### src/rtl/wave_display_reader.sv
// wave_display_reader
// Display-side reader for the oscilloscope waveform RAM. Follows a free-running
// pixel scan. For each pixel inside the 300x256 plot window it fetches the
// matching sample from the RAM and colours the pixel as trace, trigger line,
// grid or background. Output colour and delayed data-enable trail the scan
// inputs by exactly three cycles.
//
// Ports
//   clk, rstn          pixel clock; synchronous active-low reset
//   frame_start        one-cycle pulse at the start of each frame
//   pix_de/x/y         active-video enable and scan position
//   wave_hold          1 = freeze display (no capture re-arm)
//   trig_level         trigger level drawn as a horizontal line
//   ram_refresh        one-cycle capture re-arm pulse
//   wave_rd_addr/data  waveform RAM read port (data valid one cycle after addr)
//   pix_de_o, pix_rgb  delayed enable and pixel colour
module wave_display_reader #(
    parameter logic [9:0]  X0         = 10'd50,
    parameter logic [9:0]  Y0         = 10'd100,
    parameter logic [23:0] WAVE_COLOR = 24'hFFFF00,
    parameter logic [23:0] TRIG_COLOR = 24'hFF0000,
    parameter logic [23:0] GRID_COLOR = 24'h404040,
    parameter logic [23:0] BG_COLOR   = 24'h000000
) (
    input  logic        clk,
    input  logic        rstn,
    input  logic        frame_start,
    input  logic        pix_de,
    input  logic [10:0] pix_x,
    input  logic [10:0] pix_y,
    input  logic        wave_hold,
    input  logic [7:0]  trig_level,
    output logic        ram_refresh,
    output logic [9:0]  wave_rd_addr,
    input  logic [7:0]  wave_rd_data,
    output logic        pix_de_o,
    output logic [23:0] pix_rgb
);

    localparam logic [10:0] XLo = {1'b0, X0};
    localparam logic [10:0] XHi = XLo + 11'd300;
    localparam logic [10:0] YLo = {1'b0, Y0};
    localparam logic [10:0] YHi = YLo + 11'd256;

    // Per-pixel flags carried alongside the RAM read.
    typedef struct packed {
        logic       de;
        logic       win;
        logic       first;  // column 0: no previous sample on this line
        logic       grid;
        logic       trig;
        logic [7:0] row;
    } stage_t;

    // ------------------------------------------------------------------
    // Stage 0: decode the incoming scan position (cycle t)
    // ------------------------------------------------------------------
    logic       x_in_cols;
    logic       y_in_rows;
    logic       in_win;
    logic [8:0] col;
    logic [7:0] row;
    logic [5:0] col_mod_q, col_mod_d;
    logic       grid_hit;
    logic       trig_hit;

    always_comb begin
        x_in_cols = (pix_x >= XLo) && (pix_x < XHi);
        y_in_rows = (pix_y >= YLo) && (pix_y < YHi);
        in_win    = pix_de && x_in_cols && y_in_rows;
        col       = 9'(pix_x - XLo);
        row       = 8'(pix_y - YLo);

        // Column modulo-50 counter: follows the scan across the window columns
        // regardless of pix_de, restarting at column 0.
        col_mod_d = col_mod_q;
        if (x_in_cols) begin
            if ((col == 9'd0) || (col_mod_q == 6'd49)) begin
                col_mod_d = 6'd0;
            end else begin
                col_mod_d = col_mod_q + 6'd1;
            end
        end

        grid_hit = (x_in_cols && (col_mod_d == 6'd0)) || (row[4:0] == 5'd0) ||
                   (col == 9'd299) || (row == 8'hFF);
        trig_hit = (row == ~trig_level);
    end

    // ------------------------------------------------------------------
    // Stage 1: register address and flags (cycle t+1)
    // ------------------------------------------------------------------
    stage_t     st1_d, st1_q;
    stage_t     st2_q;
    logic [9:0] addr_q, addr_d;
    logic       refresh_q, refresh_d;

    always_comb begin
        st1_d.de    = pix_de;
        st1_d.win   = in_win;
        st1_d.first = (col == 9'd0);
        st1_d.grid  = grid_hit;
        st1_d.trig  = trig_hit;
        st1_d.row   = row;

        addr_d    = in_win ? {1'b0, col} : addr_q;
        refresh_d = frame_start && !wave_hold;
    end

    // ------------------------------------------------------------------
    // Stage 2: RAM data valid; trace hit test (cycle t+2)
    // ------------------------------------------------------------------
    logic [7:0]  samp_row;
    logic [7:0]  prev_row;
    logic [7:0]  lo_row, hi_row;
    logic        wave_hit;
    logic [7:0]  prev_s_q, prev_s_d;
    logic [23:0] rgb_q, rgb_d;
    logic        de_o_q, de_o_d;

    always_comb begin
        // Row 255 - d is the bitwise inverse of an 8-bit sample.
        samp_row = ~wave_rd_data;
        prev_row = st2_q.first ? samp_row : prev_s_q;
        lo_row   = (samp_row < prev_row) ? samp_row : prev_row;
        hi_row   = (samp_row < prev_row) ? prev_row : samp_row;
        // Span between neighbouring samples so steep edges draw as a solid line.
        wave_hit = (st2_q.row >= lo_row) && (st2_q.row <= hi_row);

        prev_s_d = st2_q.win ? samp_row : prev_s_q;

        rgb_d = BG_COLOR;
        if (st2_q.win) begin
            if (wave_hit) begin
                rgb_d = WAVE_COLOR;
            end else if (st2_q.trig) begin
                rgb_d = TRIG_COLOR;
            end else if (st2_q.grid) begin
                rgb_d = GRID_COLOR;
            end
        end
        de_o_d = st2_q.de;
    end

    // ------------------------------------------------------------------
    // State
    // ------------------------------------------------------------------
    always_ff @(posedge clk) begin
        if (!rstn) begin
            col_mod_q <= '0;
            st1_q     <= '0;
            st2_q     <= '0;
            addr_q    <= '0;
            refresh_q <= 1'b0;
            prev_s_q  <= '0;
            rgb_q     <= '0;
            de_o_q    <= 1'b0;
        end else begin
            col_mod_q <= col_mod_d;
            st1_q     <= st1_d;
            st2_q     <= st1_q;
            addr_q    <= addr_d;
            refresh_q <= refresh_d;
            prev_s_q  <= prev_s_d;
            rgb_q     <= rgb_d;
            de_o_q    <= de_o_d;
        end
    end

    assign ram_refresh  = refresh_q;
    assign wave_rd_addr = addr_q;
    assign pix_de_o     = de_o_q;
    assign pix_rgb      = rgb_q;

endmodule
### config.mk
export PLATFORM = sky130hd
export DESIGN_NAME = wave_display_reader
export DESIGN_NICKNAME = d
export VERILOG_FILES = /design/src/rtl/wave_display_reader.sv
export SDC_FILE = /design/constraint.sdc
export NUM_CORES = 1
export LEC_CHECK = 0
export BUFFER_PORTS_ARGS = -buffer_cell sky130_fd_sc_hd__buf_2
export CAP_MARGIN = 20
export CORE_MARGIN = 2
export CORE_UTILIZATION = 54
export CTS_CLUSTER_DIAMETER = 40
export DETAILED_ROUTE_END_ITERATION = 12
export GPL_ROUTABILITY_DRIVEN = 1
export GPL_TIMING_DRIVEN = 0
export PLACE_DENSITY = 0.77
export SLEW_MARGIN = 40
export SYNTH_ARGS = -nofsm -noshare
export SYNTH_HDL_FRONTEND = slang
export SYNTH_SLANG_ARGS = --single-unit
### constraint.sdc
create_clock -name clk -period 3.95 [get_ports clk]
set_input_delay 0.5925 -clock clk [delete_from_list [all_inputs] [get_ports clk]]
set_output_delay 0.5925 -clock clk [all_outputs]
set_load 0.005 [all_outputs]
==> results of run 1 <==
area by class of cell:
class / instances / area (um2)
Multi-Input combinational cell: 300 / 2040
Sequential cell: 56 / 1120
Clock buffer: 5 / 68.8
Fill cell: 541 / 2210
Timing Repair Buffer: 70 / 355
Buffer: 37 / 238
Clock inverter: 3 / 25.0
Inverter: 23 / 86.3
Tap cell: 77 / 96.3
stage by stage:
stage	total power (W)	utilization, %	instance area, um2	hold slack (ns)	setup TNS [ns]
4_1_cts	0.00115	64.1	4000	0.434	0
2_1_floorplan	0.000750	-	3450	0.412	0
3_3_place_gp	0.000811	62.3	3890	0.415	-0.996
3_5_place_dp	0.000820	62.3	3890	0.421	-1.37
6_report	0.00115	64.6	4030	0.439	0
5_1_grt	0.00120	64.6	4030	0.446	-0.0620
routing by layer:
metal | share of wire, % | global-route usage, % | wire length [um]
met1 | 42 | 26.3 | 3280
met2 | 51 | 40.2 | 3960
met3 | 4.8 | 3.96 | 371
met4 | 1.6 | 7.18 | 123
met5 | 0 | 0 | 0
how the worst max path moves through the flow:
stage          startpoint    endpoint  slack [ns]  cells past startpoint
2_1_floorplan   st2_q[10]  pix_rgb[6]        0.32                     16
3_3_place_gp    st2_q[10]  pix_rgb[6]       -0.28                     16
3_5_place_dp    st2_q[10]  pix_rgb[6]       -0.35                     16
4_1_cts         st2_q[10]  pix_rgb[6]         0.1                     16
5_1_grt         st2_q[10]  pix_rgb[6]       -0.03                     16
6_report        st2_q[10]  pix_rgb[6]        0.19                     16
worst max-delay path, cell delays in order (launching register included):
cell,delay (ns)
dfxtp_2,0.41
clkbuf_4,0.22
nand2_1,0.06
o21ai_0,0.16
ha_1,0.32
a21oi_1,0.13
o22ai_1,0.12
o311ai_4,0.44
and2_2,0.27
buf_2,0.21
o21ai_1,0.09
ha_1,0.29
o21a_1,0.11
o21a_1,0.16
o21ai_1,0.23
a21oi_1,0.15
o2111a_1,0.26
sequential cells by signal (all words and copies together) (netlist names):
register and flops:
pix_de_o 1, ram_refresh 1, prev_s_q 8, pix_rgb 5, st2_q 12, de_o_d 1, st1_q 13, col_mod_q 6
wave_rd_addr 9
synthesized netlist by cell type, types with 2 or more instances:
cell	n	share of area, %
nor2b_1	6	1.1
o21a_1	2	0.44
o311a_1	2	0.58
buf_2	3	0.44
xor2_1	9	2.3
nand3_1	20	2.9
a21o_1	7	1.5
o2111a_1	2	0.66
a211oi_1	15	3.3
o21ai_0	8	1.2
nand2b_1	3	0.55
nand2_1	19	2.1
a21oi_1	27	3.9
nor3_1	8	1.2
clkbuf_1	13	1.4
dfxtp_1	56	33
nand3b_1	2	0.44
nor3b_1	2	0.44
nand4_1	8	1.5
nor4_1	2	0.37
buf_4	20	4.4
a41oi_1	4	1.0
and2_1	22	4.0
ha_1	30	11
xnor2_1	10	2.6
or3_1	2	0.37
and3_1	3	0.55
inv_1	22	2.4
mux2i_1	9	2.6
nor2_1	34	3.7
o22ai_1	4	0.73
o21ai_1	10	1.5
or4_1	2	0.44
o31ai_1	3	0.66
report_power, final:
group	switching, W	internal, W	leakage [nW]	total (W)
sequential	0.00000714	0.000579	0.456	0.000586
combinational	0.000129	0.000102	1.32	0.000232
clock	0.000203	0.000130	0.0452	0.000333
cells by family (layout without fill, tap and decap cells):
kind of cell,after synthesis,count (layout),share of synthesized area [%]
AND/OR/NAND/NOR,138,138,20.6
adder cells (fa/ha/maj),30,30,11.0
flip-flops,56,56,32.7
AO/OA/AOI/OAI,96,96,19.0
other,1,8,0.109
buffers and inverters,60,138,9.09
XOR/XNOR,19,19,4.86
multiplexers,9,9,2.63
placed cells by master (no fill, tap or decap), drive strengths merged, types with 16 or more instances in the layout:
cell    instances
buf            96
dfxtp          56
nor2           35
ha             30
a21oi          27
inv            25
and2           22
nand3          20
nand2          19
o21ai          18
clkbuf         16
repair_timing:
action                     CTS  global route
hold buffers                 0             0
setup endpoints to repair    5             5
pin swaps                    0             1
buffers inserted             0             2
resized for setup            5            11
==> reports/summary.txt, run 1 <==
run status -> complete, no violations
Post-DRT Antenna Nets -> 0
Core Area -> 0.00624 mm2
ys flop type -> dfxtp_1
die extent in x -> 83.7 um
clock-pin slew on the worst setup and hold paths -> 0.11 ns
type of the worst setup path -> reg -> reg
vias per inst -> 5.47
pwr/cell area -> 285 mW/mm2
Slew HR -> 59.6%
CP Launch Type -> flop
Cell Area, Synth -> 0.00343 mm2
H-tree depth -> 2
final non-filler cell total -> 571
Initial DRC Count -> 127
final WL -> 7.74 mm
min-delay worst type -> reg -> reg
area delta synth->final -> 17.8%
Clock Path Buffers -> 2
initial antenna violation count -> 0
CTS buffer count -> 5
clock skew -> 0.0176 ns
final setup margin -> 0.191 ns
Hold Path Cell Cnt -> 1
clk root buf -> clkbuf_8
Syn Area/Cell -> 8.38 um2
register area share after synthesis -> 32.7%
Peak Freq -> 266 MHz
Worst Hold Launch -> st1_q[3]
# rows -> 29
Post-Syn Instances -> 409
Top-Level Pins -> 79
Reg-to-Reg Start -> st2_q[10]
DRC Markers -> 0
Post-synth EDFFs -> 0
FF-to-FF End -> pix_rgb[6]
GRT Residual Overflow -> 0
DR WL/cell -> 13.5 um
CTS sink count -> 56
detailed placement HPWL -> 5.94 mm
Antenna diodes -> 0
Clock Latency Late Sink -> 0.32 ns
synth warn -> 0
largest net degree at the start of global routing -> 20
Worst Max-Slew Pin Slew -> 0.607 ns
synth unique cells -> 54
wire length of the first global-routing pass -> 13.0 mm
CTS tree -> done
initial core utilization -> 54.9%
endpoints failing hold -> 0
detailed-route via count -> 3,121
CP max FO -> 10
Arr. time, crit path -> 3.96 ns
Final min period -> 3.76 ns
pre-CTS setup slack -> -0.353 ns
Final period util -> 95.2%
Synth async-reset ratio -> 0%
GR Util All Layers -> 22.2%
FF+latch count, synth -> 56
fin nets -> 566
Setup crit end kind -> flop
Hold Path Sink -> st2_q[3]
total leakage power -> 1.82 nW
worst vdd rail ir drop -> 0.237 mV
cell depth of the worst flop-to-flop path -> 16
Post-Place Cells -> 561
worst reg-to-reg setup slack -> 0.19 ns
PortBufs -> 68
routability cong. -> 0.879
Die Area -> 0.00700 mm2
vias in the first global route -> 2,897
layout cell share with drive strength beyond 1 -> 23.5%
Final Slew Violations -> 0
Crit path required time -> 4.16 ns
die span in y -> 83.7 um
final setup fails -> 0
DR pass1 iterations -> 4
MaxCap Viol Count -> 0
No activity file was read; power rests on OpenSTA's default activity.
==> run 2, diff against run 1 <==
Settings changed: CORE_UTILIZATION 54 to 48, PLACE_DENSITY 0.77 to 0.69.
==> reports/summary.txt, run 2 (synthesis gave the netlist of run 1 again) <==
routability cong. -> 0.875
die extent in x -> 88.5 um
Reg with most FFs -> st1_q
Post-DRT Antenna Nets -> 0
Crit path required time -> 4.17 ns
Clock Latency Late Sink -> 0.32 ns
Setup crit end kind -> flop
Worst Max-Slew Pin Slew -> 0.635 ns
Clock Path Buffers -> 2
clk root buf -> clkbuf_8
min-delay worst type -> in -> reg
detailed-route via count -> 3,040
fin nets -> 566
type of the worst setup path -> reg -> reg
commonest non-fill, non-tap cell in the layout -> buf_2
Final period util -> 94.8%
Worst setup endpoint -> pix_rgb[6]
GR Util All Layers -> 20.6%
initial antenna violation count -> 0
CP Launch Type -> flop
final setup margin -> 0.207 ns
Top-Level Pins -> 79
final WL -> 7.84 mm
H-tree depth -> 2
crit path from -> st2_q[10]
M1 WL -> 3.54 mm
layout cell share with drive strength beyond 1 -> 23.7%
Final min period -> 3.74 ns
initial core utilization -> 49.9%
largest net degree at the start of global routing -> 21
clock skew -> 0.00477 ns
CTS buffer count -> 5
Arr. time, crit path -> 3.97 ns
pre-CTS setup slack -> -0.360 ns
CTS tree -> done
DR pass1 iterations -> 4
total leakage power -> 1.82 nW
Core Area -> 0.00687 mm2
cell depth of the worst flop-to-flop path -> 17
Antenna diodes -> 0
DRC Markers -> 0
RSZ-0062 raised after global routing -> no
final core utilization -> 59.1%
die span in y -> 88.5 um
Hold Buf Count CTS -> 0
CTS sink count -> 56
worst reg-to-reg setup slack -> 0.21 ns
most frequent cells in the layout -> 71 x buf_2, 55 x dfxtp_1, 34 x nor2_1
Die Area -> 0.00783 mm2
run status -> complete, no violations
final setup fails -> 0
DR WL/cell -> 13.3 um
clock-pin slew on the worst setup and hold paths -> 0.11 ns
MaxCap Viol Count -> 0
area delta synth->final -> 18.6%
flip-flop count of the largest register after layout -> 13
Final Slew Violations -> 0
Peak Freq -> 267 MHz
GRT Residual Overflow -> 0
worst vdd rail ir drop -> 0.155 mV
detailed placement HPWL -> 6.15 mm
# fillers -> 628
Slew HR -> 57.7%
Initial DRC Count -> 88
wire length of the first global-routing pass -> 12.9 mm
pwr/cell area -> 287 mW/mm2
FF-to-FF End -> pix_rgb[6]
DR WL met3 -> 406 um
DR top layer -> met4
Reg-to-Reg Start -> st2_q[10]
met2 wire length -> 3.80 mm
endpoints failing hold -> 0
vias per inst -> 5.15
vias in the first global route -> 2,813
PortBufs -> 68
CP max FO -> 10
# rows -> 30
[run 2: worst max-delay path, cell delays in order (launching register included)]
cell and delay (ns):
dfxtp_2 0.42, clkbuf_4 0.22, nand2_1 0.06, o21ai_0 0.15, ha_1 0.32, a21oi_1 0.15, o22ai_1 0.14, o311ai_4 0.42
buf_4 0.24, nand3_1 0.08, o21ai_1 0.12, ha_1 0.26, nor2b_1 0.14, o21a_1 0.17, o21a_1 0.18, o21ai_2 0.17
a21oi_1 0.15, o2111a_1 0.26
[run 2: cell type report]
class,count,area [um2],share of cell area (%)
plain buffers,37,234,5.76
clock buffers,5,68.8,1.69
clock inverters,3,28.8,0.708
inverters,23,86.3,2.13
multi-input cells,300,2050,50.4
flip-flops and latches,56,1120,27.6
well taps,96,120,2.96
repair buffers,70,355,8.75
[run 2: how the worst min path moves through the flow]
stage          cells past startpoint           to      start
6_report                           2  ram_refresh  wave_hold
5_1_grt                            2  ram_refresh  wave_hold
4_1_cts                            2  ram_refresh  wave_hold
3_5_place_dp                       1    st2_q[11]  st1_q[11]
3_3_place_gp                       1     st2_q[0]   st1_q[0]
2_1_floorplan                      1       de_o_d  st1_q[12]
[run 2: metal layers]
layer | vias to the layer above | global-route usage [%]
met4 | 0 | 4.41
met5 | - | 0
met3 | 8 | 4.20
met2 | 80 | 36.8
met1 | 1368 | 25.7
li1 | 1584 | -
[run 2: through the flow]
| stage | instances | setup TNS (ns) | hold slack (ns) | instance area (um2) | power (W) |
|---|---|---|---|---|---|
| finish | 590 | 0 | 0.421 | 4060 | 0.00117 |
| CTS | 588 | 0 | 0.411 | 4030 | 0.00117 |
| floorplan | 416 | 0 | 0.412 | 3450 | 0.000750 |
| global route | 590 | 0 | 0.416 | 4060 | 0.00122 |
| global placement | 580 | -1.14 | 0.414 | 3910 | 0.000814 |
| detailed placement | 580 | -1.54 | 0.418 | 3910 | 0.000821 |
[run 2: timing repair]
action | in CTS | in global routing
endpoints found under the setup margin | 5 | 5
pin swaps | 0 | 1
endpoints found under the hold margin | 0 | 0
setup buffers | 0 | 2
gates resized for setup | 5 | 10
[run 2: report_power, final]
| group | internal [W] | switching [W] | leakage, nW | total [W] |
|---|---|---|---|---|
| Combinational | 0.000102 | 0.000131 | 1.31 | 0.000233 |
| Sequential | 0.000579 | 0.00000685 | 0.456 | 0.000586 |
| Clock | 0.000135 | 0.000214 | 0.0511 | 0.000348 |
